<file path="src/rtl/rabbit_frame_reader.sv">
// Rabbit serial frame deserialiser: captures NUM_WORDS words of WORD_W bits per frame for the DDS FTW path.
// Define READER_PARITY_EN to add an even-parity bit after every word and reject frames that fail it.
module rabbit_frame_reader #(
    parameter int WORD_W    = 32,
    parameter int NUM_WORDS = 2,
    parameter int FRAME_LEN = 184,
    parameter int START_BIT = 120,
    parameter int MSB_FIRST = 1
) (
    input  logic                        SCLK_PE3,
    input  logic                        RST_N,
    input  logic                        SDIO_PE5,
    input  logic                        SYNC_PE4,
    output logic [NUM_WORDS*WORD_W-1:0] DATA_OUT,
    output logic                        FRAME_VALID,
    output logic [15:0]                 FRAME_COUNT,
    output logic                        PARITY_ERR
);

`ifdef READER_PARITY_EN
    localparam int STRIDE  = WORD_W + 1;
`else
    localparam int STRIDE  = WORD_W;
`endif
    localparam int END_BIT = START_BIT + NUM_WORDS * STRIDE;
    localparam int TOTAL_W = NUM_WORDS * WORD_W;
    localparam int CNT_W   = $clog2(FRAME_LEN + 1);
    localparam logic [CNT_W-1:0]   LAST_CNT = CNT_W'(FRAME_LEN - 1);
    localparam logic [TOTAL_W-1:0] ONE_HOT  = TOTAL_W'(1);

    logic [CNT_W-1:0]   bit_cnt;
    logic [TOTAL_W-1:0] shadow;
    logic [TOTAL_W-1:0] shadow_next;
    int                 n;
    int                 offset;
    int                 word_idx;
    int                 pos;
    int                 bit_idx;
    logic               in_window;
    logic               at_end;
    logic               is_data;

    // Decode the current bit index into word / bit position inside the capture window.
    always_comb begin
        n         = int'(bit_cnt);
        in_window = (n >= START_BIT) && (n < END_BIT);
        at_end    = (n == END_BIT);
        offset    = n - START_BIT;
        word_idx  = offset / STRIDE;
        pos       = offset % STRIDE;
        is_data   = in_window && (pos < WORD_W);
        bit_idx   = word_idx * WORD_W + ((MSB_FIRST != 0) ? (WORD_W - 1 - pos) : pos);
        shadow_next = (bit_cnt == '0) ? '0 : shadow;
        if (is_data) begin
            shadow_next = (shadow_next & ~(ONE_HOT << bit_idx))
                        | (TOTAL_W'(SDIO_PE5) << bit_idx);
        end
    end

`ifdef READER_PARITY_EN
    logic par_acc;
    logic par_next;
    logic err;
    logic err_next;

    // Running parity per word; the trailing bit must make the word+parity XOR to zero.
    always_comb begin
        par_next = par_acc;
        err_next = (bit_cnt == '0) ? 1'b0 : err;
        if (in_window) begin
            if (pos == 0) begin
                par_next = SDIO_PE5;
            end else if (pos < WORD_W) begin
                par_next = par_acc ^ SDIO_PE5;
            end else if ((par_acc ^ SDIO_PE5) == 1'b1) begin
                err_next = 1'b1;
            end
        end
    end
`endif

    always_ff @(posedge SCLK_PE3) begin
        if (!RST_N) begin
            bit_cnt     <= '0;
            shadow      <= '0;
            DATA_OUT    <= '0;
            FRAME_VALID <= 1'b0;
            FRAME_COUNT <= 16'd0;
`ifdef READER_PARITY_EN
            par_acc     <= 1'b0;
            err         <= 1'b0;
            PARITY_ERR  <= 1'b0;
`endif
        end else if (SYNC_PE4) begin
            // The sync edge is bit 0 of a fresh frame; any partial capture is dropped.
            bit_cnt     <= CNT_W'(1);
            shadow      <= '0;
            FRAME_VALID <= 1'b0;
`ifdef READER_PARITY_EN
            par_acc     <= 1'b0;
            err         <= 1'b0;
            PARITY_ERR  <= 1'b0;
`endif
        end else begin
            bit_cnt     <= (bit_cnt == LAST_CNT) ? '0 : bit_cnt + 1'b1;
            shadow      <= shadow_next;
            FRAME_VALID <= 1'b0;
`ifdef READER_PARITY_EN
            par_acc     <= par_next;
            err         <= err_next;
            PARITY_ERR  <= 1'b0;
            if (at_end) begin
                if (err) begin
                    PARITY_ERR  <= 1'b1;
                end else begin
                    DATA_OUT    <= shadow;
                    FRAME_VALID <= 1'b1;
                    FRAME_COUNT <= FRAME_COUNT + 16'd1;
                end
            end
`else
            if (at_end) begin
                DATA_OUT    <= shadow;
                FRAME_VALID <= 1'b1;
                FRAME_COUNT <= FRAME_COUNT + 16'd1;
            end
`endif
        end
    end

`ifndef READER_PARITY_EN
    assign PARITY_ERR = 1'b0;
`endif

endmodule

</file>
<file path="config.mk">
export PLATFORM = sky130hd
export DESIGN_NAME = rabbit_frame_reader
export DESIGN_NICKNAME = d
export VERILOG_FILES = /design/src/rtl/rabbit_frame_reader.sv
export SDC_FILE = /design/constraint.sdc
export NUM_CORES = 1
export LEC_CHECK = 0
export CAP_MARGIN = 30
export CORE_MARGIN = 1
export CORE_UTILIZATION = 45
export DETAILED_ROUTE_END_ITERATION = 10
export GPL_ROUTABILITY_DRIVEN = 0
export GPL_TIMING_DRIVEN = 0
export PLACE_DENSITY = 0.72
export RECOVER_POWER = 25
export SLEW_MARGIN = 20
export SYNTH_ARGS = -nofsm -noshare
export SYNTH_HDL_FRONTEND = slang
export SYNTH_SLANG_ARGS = --single-unit
export TNS_END_PERCENT = 5
</file>
<file path="constraint.sdc">
create_clock -name SCLK_PE3 -period 11.05 [get_ports SCLK_PE3]
set_input_delay 2.21 -clock SCLK_PE3 [delete_from_list [all_inputs] [get_ports SCLK_PE3]]
set_output_delay 2.21 -clock SCLK_PE3 [all_outputs]
set_load 0.03 [all_outputs]
</file>
==> flow_metrics.tcl, run 1 <==
set metrics [dict create \
    status "complete, no violations" \
    hold_viol 0 \
    ys_warn_count 0 \
    netlist_instances 833 \
    syn-num-nets 856 \
    rows 47 \
    cp_max_fo 10 \
    fmax_mhz 178 \
    wire_per_inst_um 16.0 \
    fillerInstances 1478 \
    cts_tree "yes" \
    setup_viol 0 \
    clk_latency_ps 420 \
    p_int_mw 0.962 \
    worstMarginPinSlew_ps 880 \
    synth_enable_flop_cells 0 \
    p_sw_frac 0.204 \
    clk_pin_slew_ps 60 \
    multi_input_area_mm2 0.00416 \
    grt_setup_unrepaired "false" \
    crit_type "register to register" \
    start_util 0.461 \
    syn_to_final_growth_pct 23.2 \
    fin_area_mm2 0.00939 \
    drcViolationCount 0 \
    drt-total-wl_mm 18.7 \
    post-route-min-period_ps 5620 \
    synth_area_mm2 0.00762 \
    slew_viol_final 0 \
    layout.nets 960 \
    postCtsHoldBufs 0 \
    synthSimpleGateAreaFrac 0.181 \
    power_switching_mw 0.247 \
    die_area_mm2 0.0174 \
    dpl.hpwl_mm 13.6 \
    power_leakage_nw 3.62 \
    cts_setup_buffers 0 \
    clock-sinks 153 \
    io_buffers 84 \
    grt_pass1_wl_mm 30.6 \
    finalCritPeriodShare 0.509 \
    yosysTopAreaCellShare 0.402 \
    synth-xor-area-share 0.0414 \
    antenna_found_initial 0 \
    vias_per_cell 5.43 \
    coreArea_mm2 0.0165 \
    cp.arrival_ps 5930 \
    ys_seq_area_frac 0.402 \
    htree_levels 4 \
    cts_buffers 17 \
    drv_cap 0 \
    yosys.area.top_type "dfxtp_1" \
    ys_types 59 \
    synth_compound_area_frac 0.280 \
    die_y_um 132 \
    drtIter0Drc 387 \
    final.setup.tns_ps 0 \
    avgSynthCellArea_um2 9.14 \
    ir_worst_vdd_mv 0.105 \
    startpoint_type "register" \
    cts-root-buf "clkbuf_16" \
    ys_ff_latch 153 \
    firstDrtPassIters 5 \
    layout-drive-gt1-share 0.156 \
    synth_top_family_by_area "compound AO/OA/AOI/OAI gates" \
    post_cts_resized 0 \
    end_kind "register" \
    grt-ovfl-total 0 \
    io_pins 86 \
    synth.area.top_cells "dfxtp_1, nand2_1, o31ai_2" \
    diodes 0 \
    power_frac_comb 0.021 \
    grt_pass1_vias 6011 \
    place_area_mm2 0.00874 \
    synthAdderAreaFrac 0.0322 \
    fin_skew_ps 7.31 \
    fp.dieW_um 132 \
    ys.flop_type "dfxtp_1" \
    muxShareOfSynthArea 0.0112 \
    hold_path_class "register to register" \
    postRouteAntennaNets 0 \
    p_seq_frac 0.457 \
    max_slew_margin 0.411 \
    cp_data_required_time_ps 11350 \
    clockPowerShare 0.521 \
    p_per_area_mw_per_mm2 129 \
    cts.path.max_buffers 2 \
    async_flop_share 0 \
    grtUsageTotal 0.220 \
    grt_start_max_net_pins 17 \
    vias 6352 \
    seq_area_mm2 0.00306 \
]
power by group through the flow:
stage | clock [mW] | combinational, mW | sequential (mW)
floorplan | 0 | 0.0179 | 0.565
global placement | 0 | 0.0256 | 0.565
detailed placement | 0 | 0.0258 | 0.565
global route | 0.660 | 0.0280 | 0.552
CTS | 0.637 | 0.0260 | 0.553
finish | 0.630 | 0.0260 | 0.553
cells by family after synthesis:
| group | Yosys count |
|---|---|
| AND/OR/NAND/NOR | 304 |
| AO/OA/AOI/OAI | 235 |
| flip-flops | 153 |
| buffers and inverters | 77 |
| XOR/XNOR | 36 |
| adder cells (fa/ha/maj) | 19 |
| multiplexers | 8 |
| other | 1 |
stage by stage:
stage | utilization | total power [mW] | hold slack (ps) | instances | setup WS (ps)
after floorplan | - | 0.583 | 435 | 833 | 6360
after global placement | 0.528 | 0.591 | 446 | 1137 | 5600
after detailed placement | 0.529 | 0.591 | 452 | 1138 | 5540
after CTS | 0.568 | 1.22 | 461 | 1170 | 5470
after global routing | 0.568 | 1.24 | 474 | 1170 | 5000
final | 0.568 | 1.21 | 455 | 1170 | 5430
critical path: stages (launching register included):
cell and delay [ps]:
dfxtp_1 340, clkbuf_1 320, inv_1 160, ha_1 280
nand3b_1 180, and2_1 140, clkbuf_1 300, clkinv_1 290
nor2_1 240, ha_1 210, xor2_1 170, xor2_1 250
inv_1 90, fa_1 460, nor2b_1 300, o21ai_0 190
a221oi_1 290, a41o_1 160, and4_2 330, nand4b_4 260
buf_6 250, o211ai_2 190, o31ai_2 90
synth_stat cells, types with 10 or more instances:
cell type / number
a21boi_0: 65
a21oi_1: 15
and2_1: 21
buf_2: 16
buf_6: 10
clkbuf_1: 34
dfxtp_1: 153
ha_1: 18
inv_1: 10
nand2_1: 192
nand3_1: 15
nand4_1: 10
nor2_1: 28
nor3_1: 11
o211ai_1: 30
o211ai_2: 29
o31ai_1: 12
o31ai_2: 47
xnor2_1: 24
xor2_1: 12
cell usage in the layout, fill, tap and decap left out, drive strengths merged, types with 11 or more instances in the layout:
master,count
nand4,11
nor2,28
a21boi,65
xor2,12
a21oi,17
xnor2,24
o211ai,59
clkdlybuf4s50,36
buf,33
nor3,11
ha,18
nand3,16
o31ai,59
clkbuf,56
dlygate4sd3,48
and2,21
nand2,192
dfxtp,153
state kept, by name, indices dropped and copies added (netlist names):
signal and count:
DATA_OUT 64, bit_cnt 8, shadow 64, FRAME_VALID 1
FRAME_COUNT 16
per-layer routing:
layer  GRT usage  up-vias  routed length, um
met5           0        -                  0
met1       0.301     3007               9040
li1            -     3156                  -
met2       0.350      168               8600
met4      0.0743        0                274
met3      0.0377       21                808
area by class of cell:
type / instances / area share
Buffer: 66 / 0.0373
Clock inverter: 10 / 0.0176
Multi-Input combinational cell: 603 / 0.443
Timing Repair Buffer: 85 / 0.0901
Clock buffer: 22 / 0.0516
Sequential cell: 153 / 0.326
Inverter: 11 / 0.00440
Tap cell: 220 / 0.0293
path summary, 6_finish.rpt:
kind	slack, ps	to	startpoint	depth (start not counted)
worst max-delay path	5430	shadow[29]$_SDFF_PP0_	bit_cnt[0]$_SDFF_PN0_	22
worst min-delay path	460	DATA_OUT[34]$_SDFFE_PN0P_	DATA_OUT[34]$_SDFFE_PN0P_	2
worst max register to register	5430	shadow[29]$_SDFF_PP0_	bit_cnt[0]$_SDFF_PN0_	22
worst min register to register	460	DATA_OUT[34]$_SDFFE_PN0P_	DATA_OUT[34]$_SDFFE_PN0P_	2
No activity file was read; power rests on OpenSTA's default activity.
==> inputs of run 2 (changes only) <==
- PLACE_DENSITY: 0.72 -> 0.75
- clock period: 11.05 -> 4.5 ns (I/O delays scaled with it)
==> flow_metrics.tcl, run 2 (same netlist as run 1, synthesis figures left out) <==
set metrics [dict create \
    status "complete, no violations" \
    p_per_area_mw_per_mm2 297 \
    power_leakage_nw 3.71 \
    critPathMaxStageDelay_ps 380 \
    grt_pass1_wl_mm 30.7 \
    cts-root-buf "clkbuf_16" \
    fmax_mhz 230 \
    critPathSlowestCell "dfxtp_4" \
    worst_slack_ps 150 \
    layout-drive-gt1-share 0.188 \
    most-common-layout-cells "nand2_1, dfxtp_1, a21boi_0" \
    path_common_cell "ha_1" \
    io_buffers 84 \
    start_util 0.461 \
    clk_latency_ps 440 \
    vias_per_cell 5.46 \
    holdPathEnd "DATA_OUT[39]$_SDFFE_PN0P_" \
    drcViolationCount 0 \
    die_area_mm2 0.0174 \
    grt-ovfl-total 0 \
    antenna_found_initial 0 \
    io_pins 86 \
    setup_viol 0 \
    crit_buf_inv 5 \
    fin_skew_ps 9.10 \
    grt_pass1_vias 5994 \
    cp.arrival_ps 4670 \
    dpl.cell_count 1138 \
    ir_worst_vdd_mv 0.264 \
    clock-sinks 153 \
    worstMarginPinSlew_ps 836 \
    wire_per_inst_um 16.0 \
    hold_viol 0 \
    post-route-min-period_ps 4350 \
    largest_registers "DATA_OUT (64), shadow (64), FRAME_COUNT (16)" \
    diodes 0 \
    cp_data_required_time_ps 4820 \
    startpoint "bit_cnt[0]$_SDFF_PN0_" \
    hold_path_class "register to register" \
    cp_max_fo 7 \
    htree_levels 4 \
    fin_util 0.581 \
    r2r-end "shadow[57]$_SDFF_PP0_" \
    hold_depth 2 \
    drv_cap 0 \
    reg2reg_from "bit_cnt[0]$_SDFF_PN0_" \
    layout.nets 975 \
    drt-total-wl_mm 18.9 \
    dp_slack_ps -641 \
    layoutNonFillerInstCount 1185 \
    grt_start_max_net_pins 17 \
    rows 47 \
    clk_pin_slew_ps 70 \
    worstPathCellList "inv_1, ha_2, nand3b_1, and2_1, clkbuf_8, clkinv_4, nor2_4, ha_4, nand3_1, ha_1, xnor2_1, ha_1, a211o_1, a21oi_4, a21oi_1, a31oi_1, and4_4, nand4b_4, buf_6, buf_4, o211ai_1, o31ai_2" \
    dpl.hpwl_mm 13.4 \
    end_kind "register" \
    grtUsageTotal 0.222 \
    postCtsHoldBufs 0 \
    vias 6471 \
    reg2reg_depth 22 \
    cts_buffers 17 \
    multi_input_area_mm2 0.00424 \
    slew_viol_final 0 \
    syn_to_final_growth_pct 26.1 \
    finalCritPeriodShare 0.967 \
    postRouteAntennaNets 0 \
    fillerInstances 1406 \
    crit_type "register to register" \
    final_common_cell "nand2_1" \
    cts_tree "yes" \
    die_y_um 132 \
    max_slew_margin 0.440 \
    firstDrtPassIters 5 \
    cts.path.max_buffers 2 \
    hp-start "DATA_OUT[39]$_SDFFE_PN0P_" \
    drtIter0Drc 459 \
    power_mw 2.86 \
    coreArea_mm2 0.0165 \
    path_delay_family "compound AO/OA/AOI/OAI gates" \
    seq_area_mm2 0.00307 \
    startpoint_type "register" \
    ff2ff_setup_slack_ps 150 \
    final.setup.tns_ps 0 \
    fp.dieW_um 132 \
]
run 2: repair_timing:
action	CTS	global route
cloned	1	0
pin swaps	2	13
setup buffers	6	9
endpoints found under the hold margin	0	0
gates resized for setup	17	19
endpoints found under the setup margin	64	64
run 2: per-layer routing:
layer | share of wire | wire, um | vias up | track usage
met5 | 0 | 0 | - | 0
met4 | 0.017 | 317 | 0 | 0.0782
met3 | 0.055 | 1040 | 28 | 0.0507
met2 | 0.46 | 8760 | 215 | 0.349
met1 | 0.46 | 8790 | 3041 | 0.299
li1 | - | - | 3187 | -
run 2: worst max path at each step:
stage / cells after the start / to
after floorplan: 23 / shadow[27]$_SDFF_PP0_
after global placement: 22 / shadow[25]$_SDFF_PP0_
after detailed placement: 22 / shadow[28]$_SDFF_PP0_
after CTS: 23 / shadow[58]$_SDFF_PP0_
after global routing: 21 / shadow[30]$_SDFF_PP0_
final: 22 / shadow[57]$_SDFF_PP0_
run 2: through the flow:
| stage | area [um2] | hold slack [ps] |
|---|---|---|
| 4_1_cts | 9450 | 461 |
| 2_1_floorplan | 7620 | 435 |
| 5_1_grt | 9600 | 477 |
| 6_report | 9600 | 458 |
| 3_3_place_gp | 8730 | 448 |
| 3_5_place_dp | 8740 | 452 |
run 2: area by class of cell:
type,count,area share
clock inverter,13,0.0160
tap,220,0.0287
sequential,153,0.320
buffer,65,0.0387
multi-input combinational,603,0.442
timing repair buffer,101,0.105
inverter,11,0.00482
clock buffer,19,0.0451
run 2: worst register-to-register path: stages (launching register included):
cell and delay [ps]:
dfxtp_4 380, inv_1 90, ha_2 220, nand3b_1 130
and2_1 150, clkbuf_8 160, clkinv_4 90, nor2_4 130
ha_4 150, nand3_1 70, ha_1 220, xnor2_1 150
ha_1 360, a211o_1 340, a21oi_4 210, a21oi_1 90
a31oi_1 170, and4_4 290, nand4b_4 210, buf_6 220
buf_4 140, o211ai_1 190, o31ai_2 90
run 2: report_power, final:
group          internal, mW  total [mW]  leakage, nW  switching [mW]
Combinational        0.0205      0.0648         2.20          0.0443
Clock                 0.865        1.43        0.279           0.568
Sequential             1.36        1.36         1.23         0.00182
==> inputs of run 3 (changes only) <==
- CTS_CLUSTER_SIZE: default -> 28
==> results of run 3 <==
Final layout, timing and power as in run 2 (identical DEF).
